===== src/rtl/uart_pkg.sv =====
// Shared UART timing constants and the feeder's pacing-state encoding.
package uart_pkg;

    localparam int UART_BIT_CLKS   = 26;
    localparam int UART_FRAME_BITS = 10;

    // Two spare cycles on top of a full frame so the transmitter is idle before the next rising edge.
    localparam int FRAME_CLKS_DEF  = UART_BIT_CLKS * UART_FRAME_BITS + 2;
    localparam int DEPTH_LOG2_DEF  = 4;

    typedef enum logic [1:0] {
        IDLE,
        LOAD,
        STROBE,
        WAIT
    } feeder_state_t;

    function automatic int min_frame_clks();
        return UART_BIT_CLKS * UART_FRAME_BITS;
    endfunction

endpackage


===== src/rtl/uart_tx_feeder_if.sv =====
// Producer-side write strobe plus the paced byte/strobe pair driven towards the UART transmitter.
interface uart_tx_feeder_if #(
  parameter int DEPTH_LOG2 = 4
) ();
  logic                  wr_en;
  logic [7:0]            wr_data;
  logic                  full;
  logic [DEPTH_LOG2:0]   count;
  logic                  busy;
  logic                  uart_send;
  logic [7:0]            uart_data_out;
  logic                  ovf;

  modport master (
    output wr_en, wr_data,
    input  full, count, busy, uart_send, uart_data_out, ovf
  );

  modport slave (
    input  wr_en, wr_data,
    output full, count, busy, uart_send, uart_data_out, ovf
  );
endinterface


===== src/rtl/sync_fifo_byte.sv =====
// Byte FIFO with wrapping pointers and registered count/full; head is the word at the read pointer.
// A write presented while full is dropped even if a pop happens in the same cycle.
module sync_fifo_byte #(
  parameter int DEPTH_LOG2 = 4
) (
  input  logic                clk,
  input  logic                rst,
  input  logic                wr_en,
  input  logic [7:0]          wr_data,
  input  logic                rd_en,
  output logic [7:0]          head,
  output logic [DEPTH_LOG2:0] count,
  output logic                full
);
  localparam int                  DEPTH    = 1 << DEPTH_LOG2;
  localparam logic [DEPTH_LOG2:0] CNT_FULL = (DEPTH_LOG2 + 1)'(DEPTH);

  logic [7:0]            mem [DEPTH];
  logic [DEPTH_LOG2-1:0] wr_ptr;
  logic [DEPTH_LOG2-1:0] rd_ptr;
  logic [DEPTH_LOG2:0]   count_nxt;
  logic                  push;
  logic                  pop;

  // Acceptance looks at the registered full flag, so a coincident pop cannot rescue a write.
  assign push = wr_en && !full;
  assign pop  = rd_en && (count != '0);
  assign head = mem[rd_ptr];

  always_comb begin
    count_nxt = count;
    case ({push, pop})
      2'b10:   count_nxt = count + 1'b1;
      2'b01:   count_nxt = count - 1'b1;
      default: count_nxt = count;
    endcase
  end

  always_ff @(posedge clk) begin
    if (rst) begin
      wr_ptr <= '0;
      rd_ptr <= '0;
      count  <= '0;
      full   <= 1'b0;
    end else begin
      if (push) wr_ptr <= wr_ptr + 1'b1;
      if (pop)  rd_ptr <= rd_ptr + 1'b1;
      count <= count_nxt;
      full  <= (count_nxt == CNT_FULL);
    end
  end

  always_ff @(posedge clk) begin
    if (push) mem[wr_ptr] <= wr_data;
  end
endmodule


===== src/rtl/uart_tx_feeder.sv =====
// Buffers bytes and paces them to a busy-less UART transmitter: one 2-cycle send strobe per FRAME_CLKS.
// Optional sticky overflow flag and saturating drop counter under `UART_TX_FEEDER_OVF_EN.
module uart_tx_feeder
  import uart_pkg::*;
#(
  parameter int DEPTH_LOG2 = DEPTH_LOG2_DEF,
  parameter int FRAME_CLKS = FRAME_CLKS_DEF
) (
  input logic             sys_clk,
  input logic             sys_rst,
  uart_tx_feeder_if.slave bus
);
  localparam int               GAP_W      = $clog2(FRAME_CLKS) + 1;
  localparam logic [GAP_W-1:0] GAP_LAST   = GAP_W'(FRAME_CLKS - 1);
  localparam logic [GAP_W-1:0] STROBE_END = GAP_W'(2);

  if (FRAME_CLKS < min_frame_clks()) begin : g_frame_check
    $error("FRAME_CLKS shorter than one UART frame");
  end

  feeder_state_t       state;
  feeder_state_t       state_nxt;
  logic [GAP_W-1:0]    gap;
  logic [GAP_W-1:0]    gap_nxt;
  logic                send_q;
  logic                send_nxt;
  logic [7:0]          dout_q;
  logic [7:0]          dout_nxt;
  logic                busy_q;
  logic                pop;
  logic [7:0]          fifo_head;
  logic [DEPTH_LOG2:0] fifo_count;
  logic                fifo_full;

  sync_fifo_byte #(
    .DEPTH_LOG2 (DEPTH_LOG2)
  ) u_fifo (
    .clk     (sys_clk),
    .rst     (sys_rst),
    .wr_en   (bus.wr_en),
    .wr_data (bus.wr_data),
    .rd_en   (pop),
    .head    (fifo_head),
    .count   (fifo_count),
    .full    (fifo_full)
  );

  always_ff @(posedge sys_clk) begin
    if (sys_rst) begin
      state  <= IDLE;
      gap    <= '0;
      send_q <= 1'b0;
      dout_q <= 8'h00;
      busy_q <= 1'b0;
    end else begin
      state  <= state_nxt;
      gap    <= gap_nxt;
      send_q <= send_nxt;
      dout_q <= dout_nxt;
      busy_q <= (state != IDLE) || (fifo_count != '0);
    end
  end

  // The head byte is captured on the edge entering LOAD and popped on the edge leaving it,
  // so the data bus settles one full cycle before the strobe rises.
  always_comb begin
    state_nxt = state;
    gap_nxt   = gap;
    send_nxt  = send_q;
    dout_nxt  = dout_q;
    pop       = 1'b0;
    case (state)
      IDLE: begin
        gap_nxt = '0;
        if (fifo_count != '0) begin
          state_nxt = LOAD;
          dout_nxt  = fifo_head;
        end
      end
      LOAD: begin
        pop       = 1'b1;
        state_nxt = STROBE;
        send_nxt  = 1'b1;
        gap_nxt   = GAP_W'(1);
      end
      STROBE: begin
        gap_nxt = gap + 1'b1;
        if (gap == STROBE_END) begin
          send_nxt  = 1'b0;
          state_nxt = WAIT;
        end
      end
      WAIT: begin
        gap_nxt = gap + 1'b1;
        if (gap == GAP_LAST) begin
          if (fifo_count != '0) begin
            state_nxt = LOAD;
            dout_nxt  = fifo_head;
          end else begin
            state_nxt = IDLE;
          end
        end
      end
      default: state_nxt = IDLE;
    endcase
  end

  assign bus.full          = fifo_full;
  assign bus.count         = fifo_count;
  assign bus.busy          = busy_q;
  assign bus.uart_send     = send_q;
  assign bus.uart_data_out = dout_q;

`ifdef UART_TX_FEEDER_OVF_EN
  logic       ovf_q;
  logic [7:0] drop_cnt;

  always_ff @(posedge sys_clk) begin
    if (sys_rst) begin
      ovf_q    <= 1'b0;
      drop_cnt <= 8'h00;
    end else if (bus.wr_en && fifo_full) begin
      ovf_q <= 1'b1;
      if (drop_cnt != 8'hFF) drop_cnt <= drop_cnt + 1'b1;
    end
  end

  assign bus.ovf = ovf_q;
`else
  assign bus.ovf = 1'b0;
`endif
endmodule


===== src/flat_wrapper.sv =====
// flat-port wrapper written by rule: the top's interface ports become plain ports
module uart_tx_feeder_flat import uart_pkg::*;
#(
  parameter int DEPTH_LOG2 = DEPTH_LOG2_DEF,
  parameter int FRAME_CLKS = FRAME_CLKS_DEF
)
  (sys_clk, sys_rst, bus_wr_en, bus_wr_data, bus_full, bus_count, bus_busy, bus_uart_send, bus_uart_data_out, bus_ovf);
  uart_tx_feeder_if #(.DEPTH_LOG2(DEPTH_LOG2)) bus_i ();
  input logic sys_clk;
  input logic sys_rst;
  input wire logic [$bits(bus_i.wr_en)-1:0] bus_wr_en;
  input wire logic [$bits(bus_i.wr_data)-1:0] bus_wr_data;
  output wire logic [$bits(bus_i.full)-1:0] bus_full;
  output wire logic [$bits(bus_i.count)-1:0] bus_count;
  output wire logic [$bits(bus_i.busy)-1:0] bus_busy;
  output wire logic [$bits(bus_i.uart_send)-1:0] bus_uart_send;
  output wire logic [$bits(bus_i.uart_data_out)-1:0] bus_uart_data_out;
  output wire logic [$bits(bus_i.ovf)-1:0] bus_ovf;
  assign bus_i.wr_en = bus_wr_en;
  assign bus_i.wr_data = bus_wr_data;
  assign bus_full = bus_i.full;
  assign bus_count = bus_i.count;
  assign bus_busy = bus_i.busy;
  assign bus_uart_send = bus_i.uart_send;
  assign bus_uart_data_out = bus_i.uart_data_out;
  assign bus_ovf = bus_i.ovf;
  uart_tx_feeder #(.DEPTH_LOG2(DEPTH_LOG2), .FRAME_CLKS(FRAME_CLKS)) u_core (.sys_clk(sys_clk), .sys_rst(sys_rst), .bus(bus_i));
endmodule

===== config.mk =====
export PLATFORM = sky130hd
export DESIGN_NAME = uart_tx_feeder_flat
export DESIGN_NICKNAME = d
export VERILOG_FILES = /design/src/rtl/uart_pkg.sv /design/src/rtl/uart_tx_feeder_if.sv /design/src/rtl/sync_fifo_byte.sv /design/src/rtl/uart_tx_feeder.sv /design/src/flat_wrapper.sv
export SDC_FILE = /design/constraint.sdc
export NUM_CORES = 1
export LEC_CHECK = 0
export CAP_MARGIN = 10
export CORE_ASPECT_RATIO = 0.7
export CORE_MARGIN = 2
export CORE_UTILIZATION = 45
export CTS_BUF_LIST = sky130_fd_sc_hd__clkbuf_2 sky130_fd_sc_hd__clkbuf_4 sky130_fd_sc_hd__clkbuf_8
export CTS_CLUSTER_SIZE = 14
export DETAILED_ROUTE_END_ITERATION = 8
export PLACE_DENSITY_LB_ADDON = 0.3
export SYNTH_ARGS = -nofsm -noshare
export SYNTH_HDL_FRONTEND = slang
export SYNTH_HIERARCHICAL = 1
export SYNTH_SLANG_ARGS = --single-unit

===== constraint.sdc =====
create_clock -name sys_clk -period 2.9 [get_ports sys_clk]
set_input_delay 0.58 -clock sys_clk [delete_from_list [all_inputs] [get_ports sys_clk]]
set_output_delay 0.58 -clock sys_clk [all_outputs]
set_load 0.02 [all_outputs]

==> results of run 1 <==
Yosys cell counts (5+ instances only):
cell and n:
edfxtp_1 128, mux4_1 24, nor3_1 7, nor2_1 43, nand2_1 10, dfxtp_1 40, buf_1 5, nand2b_1 5
xor2_1 13, ha_1 15, mux4_2 16, o21ai_0 10, inv_1 10, nand4_1 5, xnor2_1 5, clkbuf_1 8
a21oi_1 15, nand3_1 12
metrics by stage:
step           utilization  total power [mW]  worst slack [ps]
2_1_floorplan            -              3.95               181
3_3_place_gp         0.505              4.35               127
3_5_place_dp         0.505              4.38              37.7
4_1_cts              0.532              6.02               445
5_1_grt              0.532              6.25               242
6_report             0.532              5.97               399
worst min path at each step:
stage	to	slack [ps]	cells after the start
final	u_core/bus.uart_data_out[7]$_SDFFE_PP0P_	480	2
after global routing	u_core/bus.uart_data_out[2]$_SDFFE_PP0P_	520	2
after CTS	u_core/bus.uart_data_out[7]$_SDFFE_PP0P_	490	2
after detailed placement	u_core/bus.uart_data_out[7]$_SDFFE_PP0P_	480	2
after global placement	u_core/bus.uart_data_out[4]$_SDFFE_PP0P_	470	2
after floorplan	u_core/gap[8]$_SDFF_PP0_	480	2
logic make-up after synthesis:
logic type / count (synthesis) / synth area share
other cells: 1 / 0.000541
flops: 168 / 0.670
fa+ha+maj: 15 / 0.0271
mux: 43 / 0.147
buf+inv: 30 / 0.0242
simple gates: 98 / 0.0704
compound gates: 41 / 0.0374
xor+xnor: 18 / 0.0228
power by group:
group | internal [mW] | switching [mW] | total (mW)
clock network | 0.657 | 0.980 | 1.64
logic | 0.705 | 0.781 | 1.49
registers | 2.73 | 0.114 | 2.85
final cells by class:
type	count	area share
clock inverter	15	0.0218
sequential	168	0.587
tap	195	0.0308
clock buffer	17	0.0296
multi-input combinational	216	0.268
inverter	10	0.00474
timing repair buffer	51	0.0582
metal layers:
metal,vias to the layer above,wire (um),GRT usage
met5,-,0,0
met4,0,150,0.0694
met3,13,736,0.0382
met2,117,5620,0.239
met1,1874,6200,0.236
li1,1721,-,-
flip-flops by register name (all words and copies together), names as in the netlist, named ones only:
name                      cells
u_core/bus.uart_send          1
u_core/u_fifo/mem           128
u_core/gap                   10
u_core/u_fifo/count           5
u_core/state                  2
u_core/bus.uart_data_out      8
u_core/u_fifo/full            1
u_core/u_fifo/wr_ptr          4
u_core/u_fifo/rd_ptr          4
u_core/bus.busy               1
worst max-delay path: stages (launching register included):
cell      delay, ps
dfxtp_1         440
inv_1           110
ha_1            220
a21boi_1        150
ha_1            220
xor2_1          170
ha_1            220
a21oi_1         160
nor2b_1          70
o221ai_1        250
xor2_1          200
and4b_1         210
==> flow_summary.toml, run 1 <==
[sta]
rsz0062_at_grt = "false"
hold_slack_ps = 485
relSlewSlack = 0.546
fin_crit_ps = 2500
post-route-period-util = 0.863
slew_viol_final = 0
setup_viol = 0
fmax_mhz = 400
skew_ps = 17.8
worst_pin_slew_ps = 677
hold_viol_final = 0
fin_tns_setup_ps = 0

[drt]
via_per_inst = 5.54
postRouteAntennaNets = 0
vias = 3725
post_drt_wl_per_cell_um = 18.9
totalWireLength_um = 12700
drc = 0
drt_iter0_markers = 222
first_pass_iters = 5

[global_route]
overflow = 0
grt_antenna_before_repair = 0
grt_pass1_vias = 3633
grtUsageTotal = 0.163
grt_first_pass_wirelength_um = 19800
grt_max_degree = 33

[worst_hold_path]
hp-start = "u_core/bus.uart_data_out[7]$_SDFFE_PP0P_"
worstHoldPathType = "reg2reg"

[placed_design]
dp_hpwl_um = 8500
port_buffers = 26
place_congestion = 0.720
dpl.cell_count = 640
postPlaceCellArea_mm2 = 0.00750

[worst_setup_path]
crit_end = "u_core/u_fifo/full$_SDFF_PP0_"
crit_path_start = "u_core/state[1]$_SDFFE_PP0P_"
rrSetupSlack_ps = 400
end_kind = "register"
cp_max_fo = 6
cp-start-kind = "register"
critPathKind = "reg2reg"
reg2reg_from = "u_core/state[1]$_SDFFE_PP0P_"
r2r-end = "u_core/u_fifo/full$_SDFF_PP0_"
rr_worst_depth = 11
critPathArrivalTime_ps = 2860
cp.required_ps = 3260

[synth]
synthFlopType = "edfxtp_1"
syn_nets = 440
yosysTopAreaCellShare = 0.555
yosysSeqAreaShare = 0.670
syn_inst = 414
ys_ff_latch = 168
ys_warn_count = 6
synth-edff-count = 128
synth_area_leaders = "edfxtp_1 (55%), dfxtp_1 (12%), mux4_1 (9.1%)"
avgSynthCellArea_um2 = 16.7
netlist_area_mm2 = 0.00693
synth_cell_type_count = 49
yosysTopAreaCell = "edfxtp_1"
async_reset_ff_frac = 0

[final_layout]
multiInputGateArea_mm2 = 0.00212
antennaDiodeCount = 0
fillers = 1167
seqCellArea_mm2 = 0.00465
fin_nets = 490
area_growth_syn_to_layout_pct = 14.2
final_layout_size_suffix_gt1_frac = 0.164
fin_cells = 672
final_area_mm2 = 0.00791
layout_common_cells = "edfxtp_1 (128), nor2_1 (43), dfxtp_1 (39)"
mostFrequentLayoutCell = "edfxtp_1"

[die]
start_util = 0.466
dieWidth_um = 152
die_area_mm2 = 0.0164
io_pins = 28
core-area_mm2 = 0.0149
die_y_um = 108
rows = 37

[cts]
cts_setup_buffers = 0
clockBufferDepth = 2
cts_hold_buf = 0
clkSinkCount = 168
path_clk_slew_ps = 100
clk_latency_ps = 460
cts_made_buffers = 17
cts_resized = 0
cts_tree = "yes"
cts_root_buf = "clkbuf_8"
htreeDepth = 4

[power]
powerDensity_mw_per_mm2 = 755
ir_worst_vdd_uv = 305
p_leak_nw = 2.63

[flow_run]
maxCapViolCount = 0

[outcome]
status = "complete, no violations"
Power figures use the tool's default switching activity.
==> inputs of run 2 (changes only) <==
--- a/config.mk
+++ b/config.mk
@@ -12,6 +12,7 @@
 export CTS_BUF_LIST = sky130_fd_sc_hd__clkbuf_2 sky130_fd_sc_hd__clkbuf_4 sky130_fd_sc_hd__clkbuf_8
 export CTS_CLUSTER_SIZE = 14
 export DETAILED_ROUTE_END_ITERATION = 8
+export GPL_TIMING_DRIVEN = 0
 export PLACE_DENSITY_LB_ADDON = 0.3
 export SYNTH_ARGS = -nofsm -noshare
 export SYNTH_HDL_FRONTEND = slang
==> flow_summary.toml, run 2 (synthesized netlist as in run 1, its figures left out) <==
[sta]
fin_crit_ps = 2740
skew_ps = 23.9
rsz0062_at_grt = "false"
setup_viol = 0
slew_viol_final = 0
hold_viol_final = 0
fmax_mhz = 365
worst_pin_slew_ps = 926
relSlewSlack = 0.380
post-route-period-util = 0.944

[power]
p_clk_frac = 0.260
ir_worst_vdd_uv = 425
power_mw = 6.00
powerDensity_mw_per_mm2 = 765
swShare = 0.299
p_leak_nw = 2.56
p_int_mw = 4.21
power_frac_comb = 0.264
p_seq_frac = 0.475
p_sw_mw = 1.79

[die]
die_area_mm2 = 0.0164
die_y_um = 108
io_pins = 28
start_util = 0.466
core-area_mm2 = 0.0149
dieWidth_um = 152
rows = 37

[cts]
htreeDepth = 4
cts_tree = "yes"
cts_hold_buf = 0
path_clk_slew_ps = 90
cts_root_buf = "clkbuf_8"
clkSinkCount = 168
clk_latency_ps = 450
cts_made_buffers = 17
clockBufferDepth = 2

[worst_setup_path]
cp_slowest_cell = "clkdlybuf4s50_1"
rr_worst_depth = 10
crit_buf_inv = 3
cp.required_ps = 3250
critPathArrivalTime_ps = 3080
rrSetupSlack_ps = 230
critPathKind = "in2reg"
r2r-end = "u_core/u_fifo/full$_SDFF_PP0_"
critPathTopFamily = "buffers and inverters"
slowest_delay_ps = 450
reg2reg_from = "u_core/state[0]$_SDFFE_PP0P_"
end_kind = "register"
crit_chain = "clkdlybuf4s50_1 -> nor2b_1 -> buf_2 -> inv_1 -> ha_1 -> xor2_1 -> ha_1 -> a21oi_1 -> nor2b_1 -> o221ai_1 -> xor2_1 -> and4b_1"
cp_max_fo = 9
cp-start-kind = "primary input"

[final_layout]
final_layout_size_suffix_gt1_frac = 0.137
antennaDiodeCount = 0
utilization = 0.528
largest_register_ffs = 128
mostFrequentLayoutCell = "edfxtp_1"
fillers = 1196
layout_common_cells = "edfxtp_1 (128), nor2_1 (43), dfxtp_1 (40)"
multiInputGateArea_mm2 = 0.00213
seqCellArea_mm2 = 0.00464
regMostFlops = "u_core/u_fifo/mem"
area_growth_syn_to_layout_pct = 13.2
fin_nets = 488

[drt]
via_per_inst = 5.54
drt_iter0_markers = 232
post_drt_wl_per_cell_um = 20.3
vias = 3709
drc = 0
totalWireLength_um = 13600
postRouteAntennaNets = 0
first_pass_iters = 5

[global_route]
use_met1 = 0.250
busiest_layer = "met2"
grt_first_pass_wirelength_um = 20600
grt_antenna_before_repair = 0
grt_pass1_vias = 3553
met2_usage = 0.257
grtUsageMet3 = 0.0439
grtUsageTotal = 0.172
overflow = 0
grt_max_degree = 17

[placed_design]
port_buffers = 26
place_congestion = 0.755
dp_hpwl_um = 9330

[worst_hold_path]
whs_path_depth = 2
worstHoldPathType = "reg2reg"
holdPathEnd = "u_core/bus.uart_data_out[5]$_SDFFE_PP0P_"
hp-start = "u_core/bus.uart_data_out[5]$_SDFFE_PP0P_"

[outcome]
status = "complete, no violations"

[flow_run]
maxCapViolCount = 0
-- run 2: power groups by stage --
stage          Clock (mW)  Combinational (mW)  Sequential, mW
2_1_floorplan           0               0.963            2.98
3_3_place_gp            0                1.52            2.89
3_5_place_dp            0                1.56            2.91
4_1_cts              1.60                1.57            2.85
5_1_grt              1.69                1.73            2.87
6_report             1.56                1.59            2.85
-- run 2: layout make-up --
cell class | count | area share
Sequential cell | 168 | 0.592
Multi-Input combinational cell | 216 | 0.272
Timing Repair Buffer | 30 | 0.0357
Clock buffer | 20 | 0.0327
Tap cell | 195 | 0.0311
Buffer | 19 | 0.0163
Clock inverter | 12 | 0.0152
Inverter | 10 | 0.00479
-- run 2: worst register-to-register path, cell delays in order, from the launching register on --
cell and delay [ps]:
dfxtp_1 470, ha_1 250, a21boi_4 290, ha_1 360
xor2_1 110, ha_1 220, a21oi_1 160, nor2b_1 60
o221ai_1 240, xor2_1 200, and4b_1 210
-- run 2: per-stage QoR --
step	worst slack, ps	instance area, um^2	setup TNS, ps	hold WS, ps	instances
floorplan	181	6930	0	480	414
global placement	-518	7430	-15020	466	635
detailed placement	-583	7450	-2180	475	639
CTS	38.5	7830	0	487	671
global route	25.4	7840	0	502	670
finish	163	7840	0	487	670
-- run 2: how the worst max path moves through the flow --
stage                                                  from                       endpoint  depth (start not counted)
final                                             bus_wr_en  u_core/u_fifo/full$_SDFF_PP0_                         12
after global routing                              bus_wr_en  u_core/u_fifo/full$_SDFF_PP0_                         12
after CTS                      u_core/state[0]$_SDFFE_PP0P_  u_core/u_fifo/full$_SDFF_PP0_                         11
after detailed placement                          bus_wr_en  u_core/u_fifo/full$_SDFF_PP0_                         13
after global placement                            bus_wr_en  u_core/u_fifo/full$_SDFF_PP0_                         13
after floorplan           u_core/u_fifo/count[1]$_SDFF_PP0_  u_core/u_fifo/full$_SDFF_PP0_                         12
-- run 2: repair_timing --
action                     4_1_cts  5_1_grt
gates cloned                     0        0
pin swaps                        0        0
gates resized for setup          2        3
setup endpoints to repair        3        3
buffers inserted                 0        0
-- run 2: per-layer routing --
metal / vias up / wire, um
met2: 95 / 6090
met3: 4 / 1000
met1: 1896 / 6480
met5: - / 0
li1: 1714 / -
met4: 0 / 25
==> inputs of run 3 (changes only) <==
--- a/config.mk
+++ b/config.mk
@@ -14,6 +14,7 @@
 export DETAILED_ROUTE_END_ITERATION = 8
 export GPL_TIMING_DRIVEN = 0
 export PLACE_DENSITY_LB_ADDON = 0.3
+export SLEW_MARGIN = 20
 export SYNTH_ARGS = -nofsm -noshare
 export SYNTH_HDL_FRONTEND = slang
 export SYNTH_HIERARCHICAL = 1
==> flow_summary.toml, run 3 (synthesized netlist as in run 1, its figures left out) <==
[outcome]
status = "complete, no violations"

[worst_setup_path]
cp-start-kind = "primary input"
reg2reg_from = "u_core/u_fifo/count[1]$_SDFF_PP0_"
rr_worst_depth = 11
slowest_delay_ps = 450
cp_slowest_cell = "clkdlybuf4s50_1"
end_kind = "register"
crit_buf_inv = 3
critPathKind = "in2reg"
critPathArrivalTime_ps = 3040
r2r-end = "u_core/u_fifo/full$_SDFF_PP0_"
critical_path_depth = 12
cp_max_fo = 9
rrSetupSlack_ps = 210
cp.required_ps = 3240
crit_chain = "clkdlybuf4s50_1 -> nor2b_1 -> clkbuf_4 -> inv_1 -> ha_1 -> xor2_1 -> ha_1 -> a21oi_1 -> nor2b_1 -> o221ai_1 -> xor2_1 -> and4b_1"
critPathTopFamily = "buffers and inverters"

[power]
ir_worst_vdd_uv = 426
p_leak_nw = 2.56
p_int_mw = 4.18
p_sw_mw = 1.77
p_clk_frac = 0.258
powerDensity_mw_per_mm2 = 760
power_frac_comb = 0.264
p_seq_frac = 0.478
swShare = 0.298

[cts]
cts_setup_buffers = 0
clockBufferDepth = 2
cts_hold_buf = 0
path_clk_slew_ps = 90
clk_latency_ps = 440
htreeDepth = 4
cts_made_buffers = 17
clkSinkCount = 168
cts_tree = "yes"
cts_root_buf = "clkbuf_8"

[final_layout]
mostFrequentLayoutCell = "edfxtp_1"
regMostFlops = "u_core/u_fifo/mem"
area_growth_syn_to_layout_pct = 13.0
antennaDiodeCount = 0
final_layout_size_suffix_gt1_frac = 0.134
layout_common_cells = "edfxtp_1 (128), nor2_1 (43), dfxtp_1 (40)"
final_area_mm2 = 0.00783
largest_register_ffs = 128
fin_nets = 484
seqCellArea_mm2 = 0.00464
multiInputGateArea_mm2 = 0.00215
fillers = 1194
fin_cells = 666

[die]
start_util = 0.466
die_area_mm2 = 0.0164
dieWidth_um = 152
io_pins = 28
core-area_mm2 = 0.0149
die_y_um = 108
rows = 37

[global_route]
overflow = 0
grt_first_pass_wirelength_um = 20600
grtUsageTotal = 0.172
grt_pass1_vias = 3579
grt_antenna_before_repair = 0
grt_max_degree = 17

[flow_run]
maxCapViolCount = 0

[placed_design]
place_congestion = 0.755
port_buffers = 26
postPlaceCellArea_mm2 = 0.00745
dp_hpwl_um = 9220
dpl.cell_count = 635

[drt]
drt_iter0_markers = 261
drc = 0
post_drt_wl_per_cell_um = 20.2
first_pass_iters = 5
postRouteAntennaNets = 0
via_per_inst = 5.57
totalWireLength_um = 13400
vias = 3709

[sta]
skew_ps = 12.9
post-route-period-util = 0.931
slew_viol_final = 0
relSlewSlack = 0.347
worst_pin_slew_ps = 976
fin_crit_ps = 2700
hold_viol_final = 0
fmax_mhz = 371
setup_viol = 0

[worst_hold_path]
hp-start = "u_core/bus.uart_data_out[6]$_SDFFE_PP0P_"
holdPathEnd = "u_core/bus.uart_data_out[6]$_SDFFE_PP0P_"
whs_path_depth = 2
worstHoldPathType = "reg2reg"
[run 3: cell types whose count changed in the layout (fill, tap and decap cells not counted), moves of 2 or more]
cell	before	now
buf_2	6	1
clkinv_2	0	2
clkinvlp_4	4	2
nor3_1	6	3
nor3_2	1	4
[run 3: through the flow]
step	setup TNS [ps]	total power, mW	utilization	worst slack, ps	hold slack, ps
2_1_floorplan	0	3.95	-	181	480
3_3_place_gp	-15020	4.42	0.500	-518	466
3_5_place_dp	-3510	4.46	0.502	-598	473
4_1_cts	0	5.98	0.527	24.4	486
5_1_grt	-4.01	6.27	0.527	-4.01	514
6_report	0	5.95	0.527	201	480
[run 3: tightest hold or removal path: stages (launching register included)]
cell	delay [ps]
dfxtp_1	310
o21ai_0	60
a21oi_1	60
[run 3: area by class of cell]
| type | instances | area share |
|---|---|---|
| timing repair buffer | 26 | 0.0332 |
| sequential | 168 | 0.593 |
| multi-input combinational | 216 | 0.274 |
| tap | 195 | 0.0312 |
| clock inverter | 14 | 0.0161 |
| buffer | 19 | 0.0166 |
| clock buffer | 18 | 0.0308 |
| inverter | 10 | 0.00479 |
[run 3: power groups by stage]
stage	Combinational, mW	Clock, mW	Sequential (mW)
2_1_floorplan	0.963	0	2.98
3_3_place_gp	1.52	0	2.89
3_5_place_dp	1.56	0	2.90
4_1_cts	1.57	1.57	2.85
5_1_grt	1.71	1.68	2.87
6_report	1.57	1.54	2.85
[run 3: per-layer routing]
metal	GRT usage	vias to the layer above	share of wire
met5	0	-	0
met4	0.0394	0	0.0053
met3	0.0499	11	0.078
met2	0.254	118	0.45
met1	0.253	1873	0.46
li1	-	1707	-
[run 3: what timing repair did]
| item | CTS | global route |
|---|---|---|
| gates cloned | 0 | 0 |
| resized for setup | 2 | 3 |
| endpoints found under the setup margin | 3 | 3 |
[run 3: how the worst max path moves through the flow]
stage,start,endpoint,slack [ps]
finish,bus_wr_en,u_core/u_fifo/full$_SDFF_PP0_,200
global route,u_core/u_fifo/count[1]$_SDFF_PP0_,u_core/u_fifo/full$_SDFF_PP0_,-4
CTS,u_core/state[0]$_SDFFE_PP0P_,u_core/u_fifo/full$_SDFF_PP0_,20
detailed placement,bus_wr_en,u_core/u_fifo/full$_SDFF_PP0_,-600
global placement,bus_wr_en,u_core/u_fifo/full$_SDFF_PP0_,-520
floorplan,u_core/u_fifo/count[1]$_SDFF_PP0_,u_core/u_fifo/full$_SDFF_PP0_,180
